===== src/rtl/sipo_rx_ctrl_if.sv =====
// rtl/sipo_rx_ctrl_if.sv - serial-in/parallel-out frame controller bus interface
interface sipo_rx_ctrl_if #(
  parameter int WIDTH = 4
);
  logic             start;
  logic             din;
  logic             din_valid;
  logic             clr_err;
  logic [WIDTH-1:0] data_out;
  logic             out_valid;
  logic             out_ready;
  logic             busy;
  logic             overrun;

  // bit source / word consumer side
  modport master (
    output start, din, din_valid, clr_err, out_ready,
    input  data_out, out_valid, busy, overrun
  );

  // frame controller side
  modport slave (
    input  start, din, din_valid, clr_err, out_ready,
    output data_out, out_valid, busy, overrun
  );
endinterface


===== src/rtl/sipo_rx_ctrl.sv =====
// rtl/sipo_rx_ctrl.sv - serial-in/parallel-out frame controller with output buffering and overrun detect
module sipo_rx_ctrl #(
  parameter int WIDTH = 4
) (
  input logic           clk,
  input logic           rst,
  sipo_rx_ctrl_if.slave bus
);

  localparam int CW = (WIDTH > 2) ? $clog2(WIDTH) : 1;

  localparam logic [1:0] ST_IDLE  = 2'd0;
  localparam logic [1:0] ST_SHIFT = 2'd1;
  localparam logic [1:0] ST_HOLD  = 2'd2;

  localparam logic [CW-1:0] CNT_LAST = CW'(WIDTH - 1);

  logic [1:0]       state_q, state_d;
  logic [WIDTH-1:0] sr_q, sr_d;
  logic [CW-1:0]    cnt_q, cnt_d;
  logic [WIDTH-1:0] data_q, data_d;
  logic             valid_q, valid_d;
  logic             ovr_q, ovr_d;

  logic [WIDTH-1:0] word_in;
  logic             ovr_set;

  // candidate shift-register value if this cycle's bit is accepted
  assign word_in = {sr_q[WIDTH-2:0], bus.din};

  // next-state: framing FSM, output register and sticky overrun
  always_comb begin
    state_d = state_q;
    sr_d    = sr_q;
    cnt_d   = cnt_q;
    data_d  = data_q;
    valid_d = valid_q;
    ovr_set = 1'b0;

    // a consumed word frees the output unless a new one loads below
    if (valid_q && bus.out_ready) begin
      valid_d = 1'b0;
    end

    case (state_q)
      ST_IDLE: begin
        if (bus.start) begin
          state_d = ST_SHIFT;
          cnt_d   = '0;
          sr_d    = '0;
        end
      end
      ST_SHIFT: begin
        if (bus.start) begin
          // restart discards the partial frame and this cycle's bit
          cnt_d = '0;
          sr_d  = '0;
        end else if (bus.din_valid) begin
          if (cnt_q == CNT_LAST) begin
            cnt_d = '0;
            if (!valid_q || bus.out_ready) begin
              data_d  = word_in;
              valid_d = 1'b1;
              state_d = ST_IDLE;
            end else begin
              // output still occupied: park the word in the shift register
              sr_d    = word_in;
              state_d = ST_HOLD;
            end
          end else begin
            sr_d  = word_in;
            cnt_d = cnt_q + CW'(1);
          end
        end
      end
      ST_HOLD: begin
        // no room to shift while a word is parked, so any bit is lost
        if (bus.din_valid) begin
          ovr_set = 1'b1;
        end
        if (bus.out_ready) begin
          data_d  = sr_q;
          valid_d = 1'b1;
          state_d = ST_IDLE;
        end
      end
      default: begin
        state_d = ST_IDLE;
      end
    endcase

    if (ovr_set) begin
      ovr_d = 1'b1;
    end else if (bus.clr_err) begin
      ovr_d = 1'b0;
    end else begin
      ovr_d = ovr_q;
    end
  end

  // state registers with synchronous reset
  always_ff @(posedge clk) begin
    if (rst) begin
      state_q <= ST_IDLE;
      sr_q    <= '0;
      cnt_q   <= '0;
      data_q  <= '0;
      valid_q <= 1'b0;
      ovr_q   <= 1'b0;
    end else begin
      state_q <= state_d;
      sr_q    <= sr_d;
      cnt_q   <= cnt_d;
      data_q  <= data_d;
      valid_q <= valid_d;
      ovr_q   <= ovr_d;
    end
  end

  assign bus.data_out  = data_q;
  assign bus.out_valid = valid_q;
  assign bus.busy      = (state_q != ST_IDLE);
  assign bus.overrun   = ovr_q;

endmodule


===== src/flat_wrapper.sv =====
// flat-port wrapper written by rule: the top's interface ports become plain ports
module sipo_rx_ctrl_flat 
#(
  parameter int WIDTH = 4
)
  (clk, rst, bus_start, bus_din, bus_din_valid, bus_clr_err, bus_out_ready, bus_data_out, bus_out_valid, bus_busy, bus_overrun);
  sipo_rx_ctrl_if #(.WIDTH(WIDTH)) bus_i ();
  input logic clk;
  input logic rst;
  input wire logic [$bits(bus_i.start)-1:0] bus_start;
  input wire logic [$bits(bus_i.din)-1:0] bus_din;
  input wire logic [$bits(bus_i.din_valid)-1:0] bus_din_valid;
  input wire logic [$bits(bus_i.clr_err)-1:0] bus_clr_err;
  input wire logic [$bits(bus_i.out_ready)-1:0] bus_out_ready;
  output wire logic [$bits(bus_i.data_out)-1:0] bus_data_out;
  output wire logic [$bits(bus_i.out_valid)-1:0] bus_out_valid;
  output wire logic [$bits(bus_i.busy)-1:0] bus_busy;
  output wire logic [$bits(bus_i.overrun)-1:0] bus_overrun;
  assign bus_i.start = bus_start;
  assign bus_i.din = bus_din;
  assign bus_i.din_valid = bus_din_valid;
  assign bus_i.clr_err = bus_clr_err;
  assign bus_i.out_ready = bus_out_ready;
  assign bus_data_out = bus_i.data_out;
  assign bus_out_valid = bus_i.out_valid;
  assign bus_busy = bus_i.busy;
  assign bus_overrun = bus_i.overrun;
  sipo_rx_ctrl #(.WIDTH(WIDTH)) u_core (.clk(clk), .rst(rst), .bus(bus_i));
endmodule

===== config.mk =====
export PLATFORM = sky130hd
export DESIGN_NAME = sipo_rx_ctrl_flat
export DESIGN_NICKNAME = d
export VERILOG_FILES = /design/src/rtl/sipo_rx_ctrl_if.sv /design/src/rtl/sipo_rx_ctrl.sv /design/src/flat_wrapper.sv
export SDC_FILE = /design/constraint.sdc
export NUM_CORES = 1
export LEC_CHECK = 0
export ABC_AREA = 1
export BUFFER_PORTS_ARGS = -buffer_cell sky130_fd_sc_hd__buf_2
export CORE_ASPECT_RATIO = 0.9
export CORE_MARGIN = 4
export CORE_UTILIZATION = 54
export CTS_CLUSTER_DIAMETER = 100
export DETAILED_ROUTE_END_ITERATION = 6
export PLACE_DENSITY = 0.77
export SYNTH_ARGS = -nofsm -noshare
export SYNTH_HDL_FRONTEND = slang
export SYNTH_SLANG_ARGS = --single-unit

===== constraint.sdc =====
create_clock -name clk -period 1.52 [get_ports clk]
set_input_delay 0.456 -clock clk [delete_from_list [all_inputs] [get_ports clk]]
set_output_delay 0.456 -clock clk [all_outputs]
set_load 0.1 [all_outputs]

Word level (Yosys, flattened, before mapping) --
Cells that the tools add are included.
Operators by class: add/sub/neg operators 1, multipliers 0, div/mod/pow operators 0, $lt $le $gt $ge 0, equal/unequal tests 11, shift-type cells 0, mux-type cells 35, bitwise gates (word level) 0, reductions and logical operators 12
Operator list (count):
- 2-to-1 mux 4 bit | 10
- 2-to-1 mux 2 bit | 10
- case mux 4 bit (2 select lines) | 2
- 2-to-1 mux 1 bit | 10
- != test 2 bit (second input constant) | 4
- nonzero test 2 bit | 4
- case mux 2 bit (3 select lines) | 1
- AND reduction 6 bit | 1
- AND reduction 5 bit | 1
- == test 2 bit (second input constant) | 2
- != test 2 x 1 -> 1 bit (second input constant) | 2
- != test 4 bit (second input constant) | 1
- case mux 2 bit (2 select lines) | 1
- AND reduction 4 bit | 1
- != test 3 bit (second input constant) | 1
- AND reduction 3 bit | 1
- adder 2 x 1 -> 2 bit (second input constant) | 1
- == test 2 x 1 -> 1 bit (second input constant) | 1
- logical NOT 2 bit | 1
- case mux 1 bit (2 select lines) | 1
- logical AND 1 bit | 1
- logical NOT 1 bit | 1
- logical OR 1 bit | 1
Word-level totals: bits in registers 14, bits in latches 0, RAM bits 0, bits in read-only memories 0, input bits 7, output and inout bits 7, logic and storage cells 65, memories kept 0

Depth between registers and ports, before layout --
depth in word-level cells 7, mapped depth 10, depth with buffers taken out 9

Worst setup path after synthesis --
OpenSTA, ideal clock, no wires.
path type register to register, start register u_core.state_q[0], end register u_core.cnt_q[1], library setup time 116 ps, data arrival time 1725 ps, data required time 1404 ps, path slack -321 ps, cell stages (with the launch flop) 9, path buffers 0, period minus slack after synthesis 1841 ps, cell sequence dfxtp_1 -> inv_1 -> ha_1 -> inv_1 -> nand2_2 -> nand2_2 -> nor2_4 -> o21ai_0 -> nor2_1
Between the ends: word-level cells in the longest chain between the ends 3, elaborated cells on any way between the ends 7, classes of those cells 3 x eq/ne; 1 x mux; 3 x reduce/logical
Ends and longest elaborated chain:
- start: declaration | line sipo_rx_ctrl.sv:18 | logic [1:0] state_q, state_d;
- start signal: assignment | line sipo_rx_ctrl.sv:111 | state_q <= state_d;
- == test 2 x 1 -> 1 bit or logical NOT 2 bit (tied branches) | line sipo_rx_ctrl.sv:45 | case (state_q)
- != test 3 bit (no line) (tied with other cells)
- AND reduction 3 bit (no line)
- end signal: assignment | line sipo_rx_ctrl.sv:113 | cnt_q <= cnt_d;
- end: declaration | line sipo_rx_ctrl.sv:20 | logic [CW-1:0] cnt_q, cnt_d;
Several ways; a longest one is shown, not always the timed one. A chain may end at the register's enable or synchronous reset.

Worst setup path in the final report --
start register u_core.state_q[0], end output port bus_busy
Between the ends: word-level cells in the longest chain between the ends 1
Ends and longest elaborated chain:
- nonzero test 2 bit | line sipo_rx_ctrl.sv:122 | assign bus.busy = (state_q != ST_IDLE);
- end: declaration | line flat_wrapper.sv:17 | output wire logic [$bits(bus_i.busy)-1:0] bus_busy;
Every way passes these cells.

==> results.md <==
| Item | This run |
|---|---|
| CP Class | register to primary output |
| Clock Pin Slew Worst Setup and Hold Paths | 0.08 ns |
| Setup repair after global routing missed its margin | yes |
| Worst-path maximum fanout | 2 |
| Final RePlAce weighted congestion | 0.925 |
| Latest clock arrival within the worst-skew pair | 0.29 ns |
| Starting Density | 0.585 |
| Filler Cells Inserted | 118 |
| Overflow after GRT | 0 |
| Port buffer count | 13 |
| Wire length per cell | 12.0 um |
| Largest net degree at the start of global routing | 13 |
| Vias per inst | 5.24 |
| Final Hold Vio Count | 0 |
| TritonCTS clock tree | yes |
| Die Span Y | 45.8 um |
| Final min period | 1.57 ns |
| Violations in the final reports | negative setup slack |
| Area fraction in and, or, nand and nor cells after synthesis | 0.404 |
| Sequential area share after synthesis | 0.327 |
| Share of the synthesized netlist area taken by xor and xnor gates | 0 |
| Met2 usage in global routing | 0.332 |
| Net count after synthesis | 139 |
| Antenna cells | 0 |
| Post-synthesis cell type count | 19 |
| Most common cell after layout, fill and taps aside | nand2_1 |
| PnR worst setup slack | -0.0529 ns |
| Routed Antenna Nets | 0 |
| Synthesized-area fraction occupied by ao, oa, aoi and oai cells | 0.0994 |
| Total DRC errors in the routed layout | 0 |
| HPWL after detailed placement | 1390 um |
| Synthesized cell area | 856 um^2 |
| Worst Tran Pin Value | 0.304 ns |
| Synthesized flop and latch total | 14 |
| H-tree levels | 1 |
| Run status | finished with violations |
| Via Count | 865 |
| Count of pins over their slew limit | 0 |
| Area of all placed cells without fillers | 0.00110 mm^2 |
| Via count of the first global-routing pass | 756 |
| Arrival time worst endpoint | 1.12 ns |
| Crit path capture type | primary output |
| Mux share of post-synthesis cell area | 0 |
| Area inside the core boundary | 0.00146 mm^2 |
| Wire length of the first global-routing pass | 3240 um |
| Most frequent cells in the layout | 33 x nand2_1, 16 x nor2_1, 12 x inv_1, 12 x nand3_1 |
| Antenna violations before repair | 0 |
| M1 GR Usage | 0.219 |
| Boundary pin count | 14 |
| Final Routed Wirelength | 1970 um |
| Full die area | 0.00229 mm^2 |
| Layout Cells excl Fill | 165 |
| Maximum Capacitance Violations | 0 |
| Synthesized-area fraction occupied by adder cells | 0.0585 |
| Instance area at placement | 0.00101 mm^2 |
| Min-Delay Path Class | input pin to register |
| Met3 GRT Util | 0.0492 |
| Data required time of the critical path | 1.06 ns |
| Combinational family with the most area after synthesis | simple AND/OR/NAND/NOR gates |
| Ys Warns | 0 |
| First-pass iteration count of the detailed router | 4 |
| GR Util All Layers | 0.193 |
| P&R area growth vs syn | 28.5% |
| CTS max path bufs | 2 |
| Busiest layer in global routing | met2 |
| TritonCTS buffer count | 3 |
| Kind of start point of the critical path | register |
| Final setup viols | 1 |
| Number of nets in the layout | 162 |
| Layout cell share with drive strength beyond 1 | 0.313 |
| Worst-case clock skew | 0.00302 ns |
| Portion of the clock cycle consumed by the worst path in the final layout | 1.03 |
| Cell count after synthesis | 128 |
| Syn Area/Cell | 6.69 um^2 |
| Clock sink total | 14 |
| Width of the die | 50.0 um |
| Maximum clock frequency | 636 MHz |
| Root Buffer | clkbuf_4 |
| Headroom to the max-slew limit | 0.799 |
| Number of rows in the core area | 13 |
| Initial DRC Count | 25 |
| Placed cell count | 156 |
## Yosys cell counts (all sizes together)
cell type  number  area [um^2]
ha              4         50.1
inv            18         67.6
clkbuf          1         5.00
a31oi           1         6.26
nor2           20          100
nor3            1         5.00
dfxtp          14          280
nand2          38          160
a21oi          12         63.8
nand3          14         80.1
buf             2         22.5
o21ai           3         15.0
## timing repair
action,CTS,global route
setup buffers,4,0
pin swaps,1,2
setup endpoints to repair,3,13
cloned,0,1
gates resized for setup,3,2
hold buffers,0,0
## stage by stage
step	TNS [ns]	utilization	hold slack (ns)	setup slack, ns
after floorplan	-0.924	-	0.455	-0.163
after global placement	0	0.692	0.444	0.129
after detailed placement	0	0.692	0.449	0.0960
after CTS	-0.0609	0.742	0.346	-0.0609
after global routing	-0.676	0.751	0.352	-0.0966
final	-0.0529	0.751	0.356	-0.0529
## cell families (layout without fill, tap and decap cells)
family | count (synthesis) | count (layout)
AO/OA/AOI/OAI | 16 | 16
adder cells (fa/ha/maj) | 4 | 4
buffers and inverters | 21 | 42
flip-flops | 14 | 14
AND/OR/NAND/NOR | 73 | 74
## metal layers
layer,share of wire,up-vias
li1,-,446
met1,0.42,388
met2,0.48,27
met3,0.075,4
met4,0.021,0
met5,0,-
## area by class of cell
cell class                      count  area (um^2)  share of cell area
Sequential cell                    14          284               0.258
Tap cell                           15         18.8              0.0171
Multi-Input combinational cell     94          504               0.458
Timing Repair Buffer               20          185               0.168
Inverter                           18         71.3              0.0648
Clock buffer                        4         36.3              0.0330
## worst max-delay path, cell delays in order, from the launching register on
cell and delay (ns):
dfxtp_2 0.34, inv_2 0.07, ha_4 0.14, clkinvlp_4 0.10, buf_12 0.17
## registers in the layout, indices dropped and copies added, names as in the netlist
name / count
u_core.bus.data_out: 4
u_core.bus.out_valid: 1
u_core.bus.overrun: 1
u_core.cnt_q: 2
u_core.sr_q: 4
u_core.state_q: 2
## path summary, 6_finish.rpt
kind	start	end	slack, ns	cells past startpoint
setup / recovery	u_core.state_q[0]$_SDFFE_PP0P_	bus_busy	-0.05	4
hold / removal	rst	u_core.bus.overrun$_SDFFE_PP0P_	0.36	2
setup reg to reg	u_core.state_q[0]$_SDFFE_PP0P_	u_core.bus.data_out[1]$_SDFFE_PP0P_	0.01	8
hold reg to reg	u_core.bus.overrun$_SDFFE_PP0P_	u_core.bus.overrun$_SDFFE_PP0P_	0.47	2
Power is left out: the tool's default activity adds up to more than one toggle a clock period on the data nets, which glitch-free logic cannot reach.
